--- config.mk ---
export PLATFORM = sky130hd
export DESIGN_NAME = video_timing_gen_flat
export DESIGN_NICKNAME = d
export VERILOG_FILES = /design/src/rtl/video_timing_gen_if.sv /design/src/rtl/video_timing_gen.sv /design/src/flat_wrapper.sv
export SDC_FILE = /design/constraint.sdc
export NUM_CORES = 1
export LEC_CHECK = 0
export ABC_CLOCK_PERIOD_IN_PS = 4150
export CAP_MARGIN = 0
export CORE_AREA = 4 4 77 86
export CTS_BUF_LIST = sky130_fd_sc_hd__clkbuf_4 sky130_fd_sc_hd__clkbuf_8
export DETAILED_ROUTE_END_ITERATION = 8
export DIE_AREA = 0 0 81 90
export GPL_TIMING_DRIVEN = 0
export HOLD_SLACK_MARGIN = 0.12
export PLACE_DENSITY = 0.67
export SKIP_LAST_GASP = 1
export SLEW_MARGIN = 20
export SYNTH_ARGS = -nofsm -noshare
export SYNTH_HDL_FRONTEND = slang
export SYNTH_SLANG_ARGS = --single-unit
--- constraint.sdc ---
create_clock -name master_clock -period 4.15 [get_ports master_clock]
set_input_delay 1.0375 -clock master_clock [delete_from_list [all_inputs] [get_ports master_clock]]
set_output_delay 1.0375 -clock master_clock [all_outputs]
set_load 0.02 [all_outputs]
--- src/rtl/video_timing_gen_if.sv ---
// Signal bundle between the video timing generator and its consumers
// (pixel fetch, CPU interrupt logic, serial scroll source).
interface video_timing_gen_if #(
  parameter int PIX_W = 9,
  parameter int ROW_W = 8
);
  logic                     phi2;
  logic                     not_phi2;
  logic                     hsync;
  logic                     vsync;
  logic                     visible;
  logic [PIX_W+ROW_W-1:0]   scan_addr;
  logic [9:0]               line_y;
  logic                     shift_clock;
  logic                     shift_data;
  logic                     irq_n;
  logic                     irq_ack;
  logic                     unhold;
  logic                     nmi_in;

  // Interrupt handshake: irq_n is a level held low by the generator until either
  // the vsync window ends or the consumer pulses irq_ack for one master_clock;
  // an ack in the same cycle as a new assertion wins and irq_n stays high.
  modport master (
    output phi2, not_phi2, hsync, vsync, visible, scan_addr, line_y, irq_n,
    input  shift_clock, shift_data, irq_ack, unhold, nmi_in
  );

  modport slave (
    input  phi2, not_phi2, hsync, vsync, visible, scan_addr, line_y, irq_n,
    output shift_clock, shift_data, irq_ack, unhold, nmi_in
  );
endinterface

--- src/rtl/video_timing_gen.sv ---
// Parametrised video timing / scan-address generator with double-buffered scroll
// and vsync interrupt. Optional raster-line interrupt enabled by RASTER_IRQ_EN.
module video_timing_gen #(
  parameter int H_TOTAL      = 400,
  parameter int H_VISIBLE    = 320,
  parameter int H_SYNC_START = 328,
  parameter int H_SYNC_END   = 376,
  parameter int V_TOTAL      = 525,
  parameter int V_VISIBLE    = 480,
  parameter int V_SYNC_START = 490,
  parameter int V_SYNC_END   = 492,
  parameter int LINE_SHIFT   = 1,
  parameter int PIX_W        = 9,
  parameter int ROW_W        = 8
) (
  input  logic                master_clock,
  input  logic                reset,
  video_timing_gen_if.master  vid
`ifdef RASTER_IRQ_EN
  ,
  input  logic [9:0]          raster_line,
  output logic                raster_irq_n
`endif
);

  localparam logic [PIX_W-1:0] H_LAST = PIX_W'(H_TOTAL - 1);
  localparam logic [PIX_W-1:0] H_VIS  = PIX_W'(H_VISIBLE);
  localparam logic [PIX_W-1:0] H_SS   = PIX_W'(H_SYNC_START);
  localparam logic [PIX_W-1:0] H_SE   = PIX_W'(H_SYNC_END);
  localparam logic [9:0]       V_LAST = 10'(V_TOTAL - 1);
  localparam logic [9:0]       V_VIS  = 10'(V_VISIBLE);
  localparam logic [9:0]       V_SS   = 10'(V_SYNC_START);
  localparam logic [9:0]       V_SE   = 10'(V_SYNC_END);

  logic             half_q;
  logic [PIX_W-1:0] pixel_q;
  logic [9:0]       line_q;
  logic             hsync_q;
  logic             vsync_q;
  logic             irq_q;
  logic             hold_q;
  logic [ROW_W-1:0] shadow_q;
  logic [ROW_W-1:0] active_q;
  logic [2:0]       sc_sync_q;

  logic             tick;
  logic             line_adv;
  logic             frame_wrap;
  logic             shift_edge;
  logic             irq_set;
  logic             irq_clr;
  logic [PIX_W-1:0] pixel_next;
  logic [9:0]       line_next;
  logic [9:0]       line_sh;
  logic [ROW_W-1:0] row_addr;

  always_comb begin
    tick       = ~half_q;
    pixel_next = (pixel_q == H_LAST) ? '0 : pixel_q + 1'b1;
    line_next  = (line_q == V_LAST) ? '0 : line_q + 10'd1;
    line_adv   = tick && (pixel_q == H_LAST);
    frame_wrap = line_adv && (line_q == V_LAST);
    shift_edge = sc_sync_q[1] & ~sc_sync_q[2];
    irq_set    = line_adv && (line_next == V_SS) && !hold_q && vid.nmi_in;
    irq_clr    = vid.irq_ack || (line_adv && (line_next == V_SE));
    line_sh    = line_q >> LINE_SHIFT;
    row_addr   = line_sh[ROW_W-1:0] + active_q;
  end

  always_ff @(posedge master_clock) begin
    if (!reset) begin
      half_q    <= 1'b0;
      pixel_q   <= '0;
      line_q    <= '0;
      hsync_q   <= 1'b1;
      vsync_q   <= 1'b1;
      irq_q     <= 1'b1;
      hold_q    <= 1'b1;
      shadow_q  <= '0;
      active_q  <= '0;
      sc_sync_q <= '0;
    end else begin
      half_q    <= ~half_q;
      sc_sync_q <= {sc_sync_q[1:0], vid.shift_clock};
      // Syncs are decided from the next counter value so they line up with blanking.
      if (tick) begin
        pixel_q <= pixel_next;
        if (pixel_next == H_SS)      hsync_q <= 1'b0;
        else if (pixel_next == H_SE) hsync_q <= 1'b1;
      end
      if (line_adv) begin
        line_q <= line_next;
        if (line_next == V_SS)      vsync_q <= 1'b0;
        else if (line_next == V_SE) vsync_q <= 1'b1;
      end
      if (frame_wrap) active_q <= shadow_q;
      // Scroll bits only land in blanking so a frame never scrolls mid-scan.
      if (shift_edge && (line_q >= V_VIS))
        shadow_q <= {shadow_q[ROW_W-2:0], vid.shift_data};
      if (irq_clr)      irq_q <= 1'b1;
      else if (irq_set) irq_q <= 1'b0;
      if (vid.unhold) hold_q <= 1'b0;
    end
  end

`ifdef RASTER_IRQ_EN
  logic [9:0] raster_q;
  logic       raster_irq_q;

  always_ff @(posedge master_clock) begin
    if (!reset) begin
      raster_q     <= '0;
      raster_irq_q <= 1'b1;
    end else begin
      if (vid.irq_ack)   raster_irq_q <= 1'b1;
      else if (line_adv) raster_irq_q <= !((line_next == raster_q) && !hold_q);
      if (frame_wrap)    raster_q <= raster_line;
    end
  end

  assign raster_irq_n = raster_irq_q;
`endif

  assign vid.phi2      = half_q;
  assign vid.not_phi2  = ~half_q;
  assign vid.hsync     = hsync_q;
  assign vid.vsync     = vsync_q;
  assign vid.visible   = (pixel_q < H_VIS) && (line_q < V_VIS);
  assign vid.scan_addr = {row_addr, pixel_q};
  assign vid.line_y    = line_q;
  assign vid.irq_n     = irq_q;

endmodule

--- src/flat_wrapper.sv ---
// flat-port wrapper written by rule: the top's interface ports become plain ports
module video_timing_gen_flat 
#(
  parameter int H_TOTAL      = 400,
  parameter int H_VISIBLE    = 320,
  parameter int H_SYNC_START = 328,
  parameter int H_SYNC_END   = 376,
  parameter int V_TOTAL      = 525,
  parameter int V_VISIBLE    = 480,
  parameter int V_SYNC_START = 490,
  parameter int V_SYNC_END   = 492,
  parameter int LINE_SHIFT   = 1,
  parameter int PIX_W        = 9,
  parameter int ROW_W        = 8
)
  (master_clock, reset, vid_phi2, vid_not_phi2, vid_hsync, vid_vsync, vid_visible, vid_scan_addr, vid_line_y, vid_irq_n, vid_shift_clock, vid_shift_data, vid_irq_ack, vid_unhold, vid_nmi_in);
  video_timing_gen_if #(.PIX_W(PIX_W), .ROW_W(ROW_W)) vid_i ();
  input  logic master_clock;
  input  logic reset;
  output wire logic [$bits(vid_i.phi2)-1:0] vid_phi2;
  output wire logic [$bits(vid_i.not_phi2)-1:0] vid_not_phi2;
  output wire logic [$bits(vid_i.hsync)-1:0] vid_hsync;
  output wire logic [$bits(vid_i.vsync)-1:0] vid_vsync;
  output wire logic [$bits(vid_i.visible)-1:0] vid_visible;
  output wire logic [$bits(vid_i.scan_addr)-1:0] vid_scan_addr;
  output wire logic [$bits(vid_i.line_y)-1:0] vid_line_y;
  output wire logic [$bits(vid_i.irq_n)-1:0] vid_irq_n;
  input wire logic [$bits(vid_i.shift_clock)-1:0] vid_shift_clock;
  input wire logic [$bits(vid_i.shift_data)-1:0] vid_shift_data;
  input wire logic [$bits(vid_i.irq_ack)-1:0] vid_irq_ack;
  input wire logic [$bits(vid_i.unhold)-1:0] vid_unhold;
  input wire logic [$bits(vid_i.nmi_in)-1:0] vid_nmi_in;
  assign vid_phi2 = vid_i.phi2;
  assign vid_not_phi2 = vid_i.not_phi2;
  assign vid_hsync = vid_i.hsync;
  assign vid_vsync = vid_i.vsync;
  assign vid_visible = vid_i.visible;
  assign vid_scan_addr = vid_i.scan_addr;
  assign vid_line_y = vid_i.line_y;
  assign vid_irq_n = vid_i.irq_n;
  assign vid_i.shift_clock = vid_shift_clock;
  assign vid_i.shift_data = vid_shift_data;
  assign vid_i.irq_ack = vid_irq_ack;
  assign vid_i.unhold = vid_unhold;
  assign vid_i.nmi_in = vid_nmi_in;
  video_timing_gen #(.H_TOTAL(H_TOTAL), .H_VISIBLE(H_VISIBLE), .H_SYNC_START(H_SYNC_START), .H_SYNC_END(H_SYNC_END), .V_TOTAL(V_TOTAL), .V_VISIBLE(V_VISIBLE), .V_SYNC_START(V_SYNC_START), .V_SYNC_END(V_SYNC_END), .LINE_SHIFT(LINE_SHIFT), .PIX_W(PIX_W), .ROW_W(ROW_W)) u_core (.master_clock(master_clock), .reset(reset), .vid(vid_i));
endmodule
-- After elaboration in Yosys (flattened, before gate mapping)
Index checks and enable logic that the tools add are counted.
Widths: inputs -> output; s select.
- output and inout bits: 33
- bits of input ports: 7
- flip-flop bits (word level): 43
- logic and storage cells: 47
- reduce and logical (&&, ||, !) cells: 15
- equal/unequal tests: 6
- bitwise operators: 4
- magnitude comparators: 3
- add/subtract/negate cells: 3
- muxes and demuxes: 6
- operators with widths (cell ; count):
    $eq 9x9->1 const B ; 3
    $eq 10x9->1 const B ; 2
    $add 10x1->10 const B ; 1
    $eq 10x10->1 const B ; 1
    $ge 10x9->1 const B ; 1
    $lt 10x9->1 const B ; 1
    $mux 10 ; 1
    $add 9x1->9 const B ; 1
    $lt 9x9->1 const B ; 1
    $mux 9 ; 1
    $add 8x8->8 ; 1
    $logic_and 1x1->1 ; 8
    $mux 1 ; 4
    $reduce_and 2->1 ; 2
    $reduce_bool 2->1 ; 2
    $not 1->1 ; 3
    $reduce_or 2->1 ; 1
    $and 1x1->1 ; 1
    $logic_not 1->1 ; 1
    $logic_or 1x1->1 ; 1

-- Longest topological paths before layout
Gate-level depths: netlist of the first run.
- word-level depth: 6
- gate-level depth with buffers: 9
- mapped depth without buffers: 9

-- Worst setup path after synthesis of the first run
No wires, ideal clock.
- kind: reg2out
- start: reg u_core.line_q[2] (netlist: u_core.vid.line_y[2])
- end: out vid_scan_addr[15]
- path buffers: 1
- arrival time: 2143 ps
- cell stages (with the launch flop): 10
- slack: 970 ps
- path through: dfxtp_1 buf_2 inv_1 fa_1 nor2b_1 o21ai_0 a21boi_0 o21a_1 nor2_1 xnor2_1
- word-level cells in the longest chain between the ends: 1
- RTL lines (element ; RTL line ; text):
    from (decl) ; video_timing_gen.sv:37 ; logic [9:0] line_q;
    from (signal assigned) ; video_timing_gen.sv:92 ; line_q <= line_next;
    $add 8x8->8 ; video_timing_gen.sv:67 ; row_addr = line_sh[ROW_W-1:0] + active_q;
    to (decl) ; flat_wrapper.sv:25 ; output wire logic [$bits(vid_i.scan_addr)-1:0] vid_scan_addr;
Every way passes these cells.

-- Final worst setup path of the first run
- start: reg u_core.line_q[2] (netlist: u_core.vid.line_y[2])
- end: out vid_scan_addr[16]
The elaborated chain is that of the path after synthesis.

==> results of run 1 <==
## area by class of cell
class	count	share of cell area [%]
Sequential cell	43	27.7
Multi-Input combinational cell	225	49.5
Tap cell	77	3.10
Inverter	11	1.33
Clock inverter	3	0.765
Clock buffer	5	2.22
Timing Repair Buffer	39	12.6
Buffer	18	2.70
## worst max-delay path by stage
stage                               startpoint                end  slack (ps)
after floorplan           u_core.vid.line_y[2]  vid_scan_addr[15]         970
after global placement    u_core.vid.line_y[1]  vid_scan_addr[15]         470
after detailed placement  u_core.vid.line_y[1]  vid_scan_addr[15]         420
after CTS                 u_core.vid.line_y[1]  vid_scan_addr[15]          60
after global routing      u_core.vid.line_y[2]  vid_scan_addr[16]         290
final                     u_core.vid.line_y[2]  vid_scan_addr[16]         450
## power by group through the flow
stage	sequential [uW]	combinational (uW)	clock [uW]
after global placement	431	42.8	0
final	422	42.6	281
after global routing	423	47.3	314
after detailed placement	432	42.8	0
after floorplan	434	19.6	0
after CTS	422	43.1	293
## routing by layer
layer,up-vias,part of all wire [%],wire length [um],global-route usage (%)
li1,1140,-,-,-
met1,1018,46,2690,20.8
met2,41,49,2890,29.7
met3,10,3.4,203,4.10
met4,0,1.8,104,4.93
met5,-,0,0,0
## registers in the layout, indices dropped and copies added, names as in the netlist
name / cells
u_core.vid.hsync: 1
u_core.active_q: 8
u_core.shadow_q: 8
u_core.vid.irq_n: 1
u_core.vid.phi2: 1
u_core.vid.vsync: 1
u_core.hold_q: 1
u_core.pixel_q: 9
u_core.sc_sync_q: 3
u_core.vid.line_y: 10
## stage by stage
| stage | util [%] | hold slack [ps] | instances | setup WS, ps |
|---|---|---|---|---|
| floorplan | - | 412 | 297 | 970 |
| global placement | 52.5 | 414 | 413 | 468 |
| detailed placement | 52.5 | 437 | 413 | 421 |
| CTS | 54.1 | 460 | 421 | 62.9 |
| global route | 54.2 | 479 | 421 | 289 |
| finish | 54.2 | 459 | 421 | 454 |
## what timing repair did
action	in CTS	in global routing
hold buffers	0	0
gates resized for setup	0	3
setup endpoints to repair	0	1
## cells in the mapped netlist, types with 2 or more instances
cell	n	area (um^2)
a211oi_1	3	22.5
a21boi_0	9	67.6
a21boi_1	2	15.0
a21o_1	2	15.0
a21oi_1	5	25.0
a22oi_1	2	15.0
and2_1	11	68.8
and3_1	3	18.8
buf_2	4	20.0
clkbuf_1	12	45.0
dfxtp_1	43	861
ha_1	10	125
inv_1	11	41.3
mux2i_1	16	160
nand2_1	16	60.1
nand2b_1	3	18.8
nand3_1	12	60.1
nand4_1	6	37.5
nor2_1	22	82.6
nor2b_1	22	138
nor3_1	10	50.1
nor3b_1	5	37.5
nor4_1	2	12.5
o21a_1	4	30.0
o21ai_0	15	75.1
o31ai_1	2	15.0
or3_1	6	37.5
xnor2_1	10	87.6
xor2_1	6	52.6
## cells by family after synthesis
| group | share of synthesized area [%] |
|---|---|
| compound gates | 13.8 |
| xor+xnor | 5.55 |
| fa+ha+maj | 5.75 |
| buf+inv | 4.96 |
| flops | 34.1 |
| mux | 6.35 |
| simple gates | 29.5 |
## worst max-delay path, cell delays in order (launching register included)
cell and delay, ps:
dfxtp_1 340, ha_1 300, a21o_1 190, a21oi_1 220, o21ai_0 190, o41ai_1 350
xnor2_1 160, clkdlybuf4s50_1 610
==> impl_metrics.py, run 1 <==
metrics = {
    "logic_synthesis": {
        "synth_top_flop_cell": "dfxtp_1",
        "avgSynthCellArea_um2": 8.50,
        "ys_warn_count": 0,
        "synth_edf_count": 0,
        "syn_inst": 297,
        "ys_ff_latch": 43,
        "synth_area_um2": 2520,
        "synth.distinct_cells": 52,
        "synth_seq_area_share_pct": 34.1,
        "syn_nets": 315,
        "postSynth.asyncResetShare_pct": 0,
    },
    "pwr": {
        "power_frac_clock_pct": 37.7,
        "finalPower_uw": 745,
        "combPwrFrac_pct": 5.7,
        "power.density_nw_per_um2": 240,
        "p_leak_uw": 0.00108,
        "ir_worst_vdd_mv": 0.196,
        "p_switching_uw": 187,
        "switching_share_pct": 25.1,
        "internal_power_uw": 559,
        "sequentialPowerShare_pct": 56.6,
    },
    "critical_path": {
        "r2r_start": "u_core.pixel_q[0]",
        "r2r_cells": 7,
        "r2r-end": "u_core.vid.irq_n",
        "critPathLaunchType": "register",
        "crit_required_ps": 3110,
        "crit_arrival_ps": 2660,
        "critical_path.max_fanout": 3,
        "rrSetupSlack_ps": 1550,
        "endpoint_kind": "primary output",
        "critPathKind": "register to primary output",
    },
    "grt": {
        "gr-total-overflow": 0,
        "antenna_found_initial": 0,
        "grt_pass1_wl_mm": 10.0,
        "grt_pass1_vias": 2170,
        "grt_max_degree": 16,
        "grt_usage_pct": 17.2,
    },
    "final_layout": {
        "register_area_um2": 862,
        "final_cell_area_um2": 3110,
        "num-fill-cells": 609,
        "mostFrequentLayoutCell": "dfxtp_1",
        "drive_gt1_share_pct": 6.40,
        "finalNetCount": 361,
        "multi_input_area_um2": 1540,
        "area_growth_pct": 23.1,
        "final_cell_mix": "dfxtp_1 (42), clkdlybuf4s50_1 (38), nor2b_1 (22), nor2_1 (22)",
        "diodes": 0,
    },
    "sta": {
        "final.setup.tns_ps": 0,
        "fin_crit_ps": 3700,
        "fmax_mhz": 271,
        "relSlewSlack_pct": 66.2,
        "finalSetupViolations": 0,
        "drv_slew": 0,
        "rsz0062_at_grt": "no",
        "finalHoldViolCount": 0,
        "worstMarginPinSlew_ps": 507,
        "skew_ps": 6.59,
        "post-route-period-util_pct": 89.1,
    },
    "drt": {
        "drtAntennaViolNets": 0,
        "routedWlPerCell_um": 14.0,
        "drc": 0,
        "drt_iter0_markers": 116,
        "drt-total-wl_mm": 5.89,
        "vias": 2209,
        "dr.pass1.iters": 4,
        "vias_per_cell": 5.25,
    },
    "placed_design": {
        "globalplace.congestion": 0.914,
        "dpl-instance-area_um2": 3010,
        "hpwlAfterDp_mm": 4.40,
        "io_buffer_count": 39,
    },
    "cts": {
        "cts_setup_buffers": 0,
        "numCtsBuffers": 5,
        "clk_path_buf_depth": 2,
        "h-tree-depth": 2,
        "cts_sinks": 43,
        "cts_root_buf": "clkbuf_8",
        "clk_pin_slew_ps": 90,
        "cts_tree": "yes",
        "clk_latency_ps": 300,
    },
    "floorplanning": {
        "ioPinCount": 40,
        "rows": 29,
        "core_um2": 5730,
        "dieArea_um2": 7290,
        "initial_utilization_pct": 44.0,
        "die_h_um": 90,
        "die_x_um": 81,
    },
    "hold_path": {
        "hp-start": "u_core.sc_sync_q[0]",
        "worstHoldPathType": "register to register",
        "hold_depth": 1,
        "min_to": "u_core.sc_sync_q[1]",
    },
    "status": {
        "status": "finished clean",
    },
    "flow_run": {
        "max_cap_violations": 0,
    },
}
No activity file was read; power rests on OpenSTA's default activity.
==> inputs of run 2 (changes only) <==
--- a/config.mk
+++ b/config.mk
@@ -14,7 +14,6 @@
 export GPL_TIMING_DRIVEN = 0
 export HOLD_SLACK_MARGIN = 0.12
 export PLACE_DENSITY = 0.67
-export SKIP_LAST_GASP = 1
 export SLEW_MARGIN = 20
 export SYNTH_ARGS = -nofsm -noshare
 export SYNTH_HDL_FRONTEND = slang
==> results of run 2 <==
The final DEF is identical to that of run 1; final timing and power are the same.
==> inputs of run 3 (changes only) <==
--- a/config.mk
+++ b/config.mk
@@ -5,15 +5,14 @@
 export SDC_FILE = /design/constraint.sdc
 export NUM_CORES = 1
 export LEC_CHECK = 0
-export ABC_CLOCK_PERIOD_IN_PS = 4150
 export CAP_MARGIN = 0
-export CORE_AREA = 4 4 77 86
+export CORE_AREA = 2 2 78 80
 export CTS_BUF_LIST = sky130_fd_sc_hd__clkbuf_4 sky130_fd_sc_hd__clkbuf_8
 export DETAILED_ROUTE_END_ITERATION = 8
-export DIE_AREA = 0 0 81 90
+export DIE_AREA = 0 0 80 82
 export GPL_TIMING_DRIVEN = 0
 export HOLD_SLACK_MARGIN = 0.12
-export PLACE_DENSITY = 0.67
+export PLACE_DENSITY = 0.68
 export SLEW_MARGIN = 20
 export SYNTH_ARGS = -nofsm -noshare
 export SYNTH_HDL_FRONTEND = slang
==> impl_metrics.py, run 3 (synthesized netlist as in run 1, its figures left out) <==
metrics = {
    "drt": {
        "routedWlPerCell_um": 13.5,
        "drtAntennaViolNets": 0,
        "drt_iter0_markers": 106,
        "drc": 0,
        "drt-total-wl_mm": 5.66,
        "dr.pass1.iters": 4,
        "vias": 2231,
        "vias_per_cell": 5.32,
    },
    "sta": {
        "worstMarginPinSlew_ps": 527,
        "fmax_mhz": 257,
        "fin_ws_ps": 262,
        "fin_crit_ps": 3890,
        "rsz0062_at_grt": "no",
        "skew_ps": 9.65,
        "finalSetupViolations": 0,
        "drv_slew": 0,
        "final.setup.tns_ps": 0,
        "relSlewSlack_pct": 64.6,
        "post-route-period-util_pct": 93.7,
        "finalHoldViolCount": 0,
    },
    "critical_path": {
        "r2r_start": "u_core.pixel_q[0]",
        "critPathLaunchType": "register",
        "crit_required_ps": 3110,
        "critical_path.max_fanout": 10,
        "endpoint_kind": "primary output",
        "crit_arrival_ps": 2850,
        "r2r-end": "u_core.vid.irq_n",
        "rrSetupSlack_ps": 1570,
        "r2r_cells": 7,
        "critPathKind": "register to primary output",
    },
    "final_layout": {
        "drive_gt1_share_pct": 6.40,
        "final_cell_mix": "dfxtp_1 (42), clkdlybuf4s50_1 (39), nor2b_1 (22), nor2_1 (22)",
        "largest_register_ffs": 10,
        "area_growth_pct": 22.8,
        "stdcell_count": 419,
        "mostFrequentLayoutCell": "dfxtp_1",
        "finalNetCount": 361,
        "diodes": 0,
        "num-fill-cells": 569,
    },
    "pwr": {
        "power.density_nw_per_um2": 238,
        "internal_power_uw": 562,
        "p_switching_uw": 174,
        "power_frac_clock_pct": 36.9,
        "sequentialPowerShare_pct": 57.3,
        "combPwrFrac_pct": 5.8,
        "ir_worst_vdd_mv": 0.143,
        "switching_share_pct": 23.6,
        "p_leak_uw": 0.00107,
    },
    "floorplanning": {
        "die_h_um": 82,
        "initial_utilization_pct": 43.9,
        "ioPinCount": 40,
        "dieArea_um2": 6560,
        "rows": 28,
        "die_x_um": 80,
        "core_um2": 5750,
    },
    "cts": {
        "clk_pin_slew_ps": 90,
        "cts_tree": "yes",
        "cts_sinks": 43,
        "clk_path_buf_depth": 2,
        "h-tree-depth": 2,
        "cts_root_buf": "clkbuf_8",
        "cts_setup_buffers": 0,
        "numCtsBuffers": 5,
        "cts_hold_buffers": 0,
        "clk_latency_ps": 300,
    },
    "grt": {
        "grt_usage_pct": 18.1,
        "antenna_found_initial": 0,
        "gr-total-overflow": 0,
        "grt_pass1_vias": 2065,
        "grt_max_degree": 14,
        "grt_pass1_wl_mm": 9.32,
    },
    "placed_design": {
        "hpwlAfterDp_mm": 4.20,
        "globalplace.congestion": 0.885,
        "dpl_worst_slack_ps": 455,
        "io_buffer_count": 39,
        "dp.cells": 411,
    },
    "hold_path": {
        "min_to": "u_core.sc_sync_q[1]",
        "worstHoldPathType": "register to register",
        "hp-start": "u_core.sc_sync_q[0]",
        "hold_depth": 1,
    },
    "status": {
        "status": "finished clean",
    },
    "flow_run": {
        "max_cap_violations": 0,
    },
}
run 3: routing by layer:
metal,wire (um),GRT usage (%),share of wire [%],vias to the layer above
li1,-,-,-,1133
met1,2560,22.1,45,1036
met2,2750,31.4,49,58
met3,276,3.96,4.9,4
met4,71,6.61,1.3,0
met5,0,0,0,-
run 3: worst max-delay path by stage:
stage                               startpoint           endpoint
final                     u_core.vid.line_y[2]  vid_scan_addr[15]
after global routing      u_core.vid.line_y[2]  vid_scan_addr[15]
after CTS                 u_core.vid.line_y[1]  vid_scan_addr[15]
after detailed placement  u_core.vid.line_y[1]  vid_scan_addr[15]
after global placement    u_core.vid.line_y[1]  vid_scan_addr[15]
after floorplan           u_core.vid.line_y[2]  vid_scan_addr[15]
run 3: layout make-up:
class | count | area, um^2 | share of cell area [%]
clock inverters | 2 | 12.5 | 0.404
flip-flops and latches | 43 | 862 | 27.8
inverters | 11 | 41.3 | 1.33
clock buffers | 6 | 76.3 | 2.46
multi-input cells | 225 | 1540 | 49.6
plain buffers | 18 | 83.8 | 2.71
repair buffers | 39 | 390 | 12.6
well taps | 75 | 93.8 | 3.03
run 3: power groups by stage:
| stage | Combinational, uW | Sequential (uW) | Clock, uW |
|---|---|---|---|
| after detailed placement | 42.5 | 431 | 0 |
| after floorplan | 19.6 | 434 | 0 |
| after CTS | 42.8 | 422 | 281 |
| after global routing | 46.5 | 423 | 295 |
| after global placement | 42.0 | 432 | 0 |
| final | 42.5 | 422 | 272 |
run 3: metrics by stage:
step / hold WS (ps) / power [uW] / cell area (um^2) / util (%)
detailed placement: 429 / 474 / 3010 / 52.4
CTS: 449 / 745 / 3100 / 53.9
global route: 467 / 765 / 3100 / 53.9
floorplan: 412 / 454 / 2520 / -
global placement: 421 / 474 / 3010 / 52.4
finish: 444 / 736 / 3100 / 53.9
run 3: repair_timing:
item / CTS / global route
endpoints found under the setup margin: 0 / 1
hold endpoints to repair: 0 / 0
gates resized for setup: 0 / 2
run 3: worst max-delay path, cell delays in order, from the launching register on:
cell and delay, ps:
dfxtp_1 370, buf_2 220, inv_1 110, fa_1 470, nor2b_1 120, o21ai_0 120
a21boi_1 220, o21a_1 130, nor2_1 40, xnor2_1 130, clkdlybuf4s50_1 610
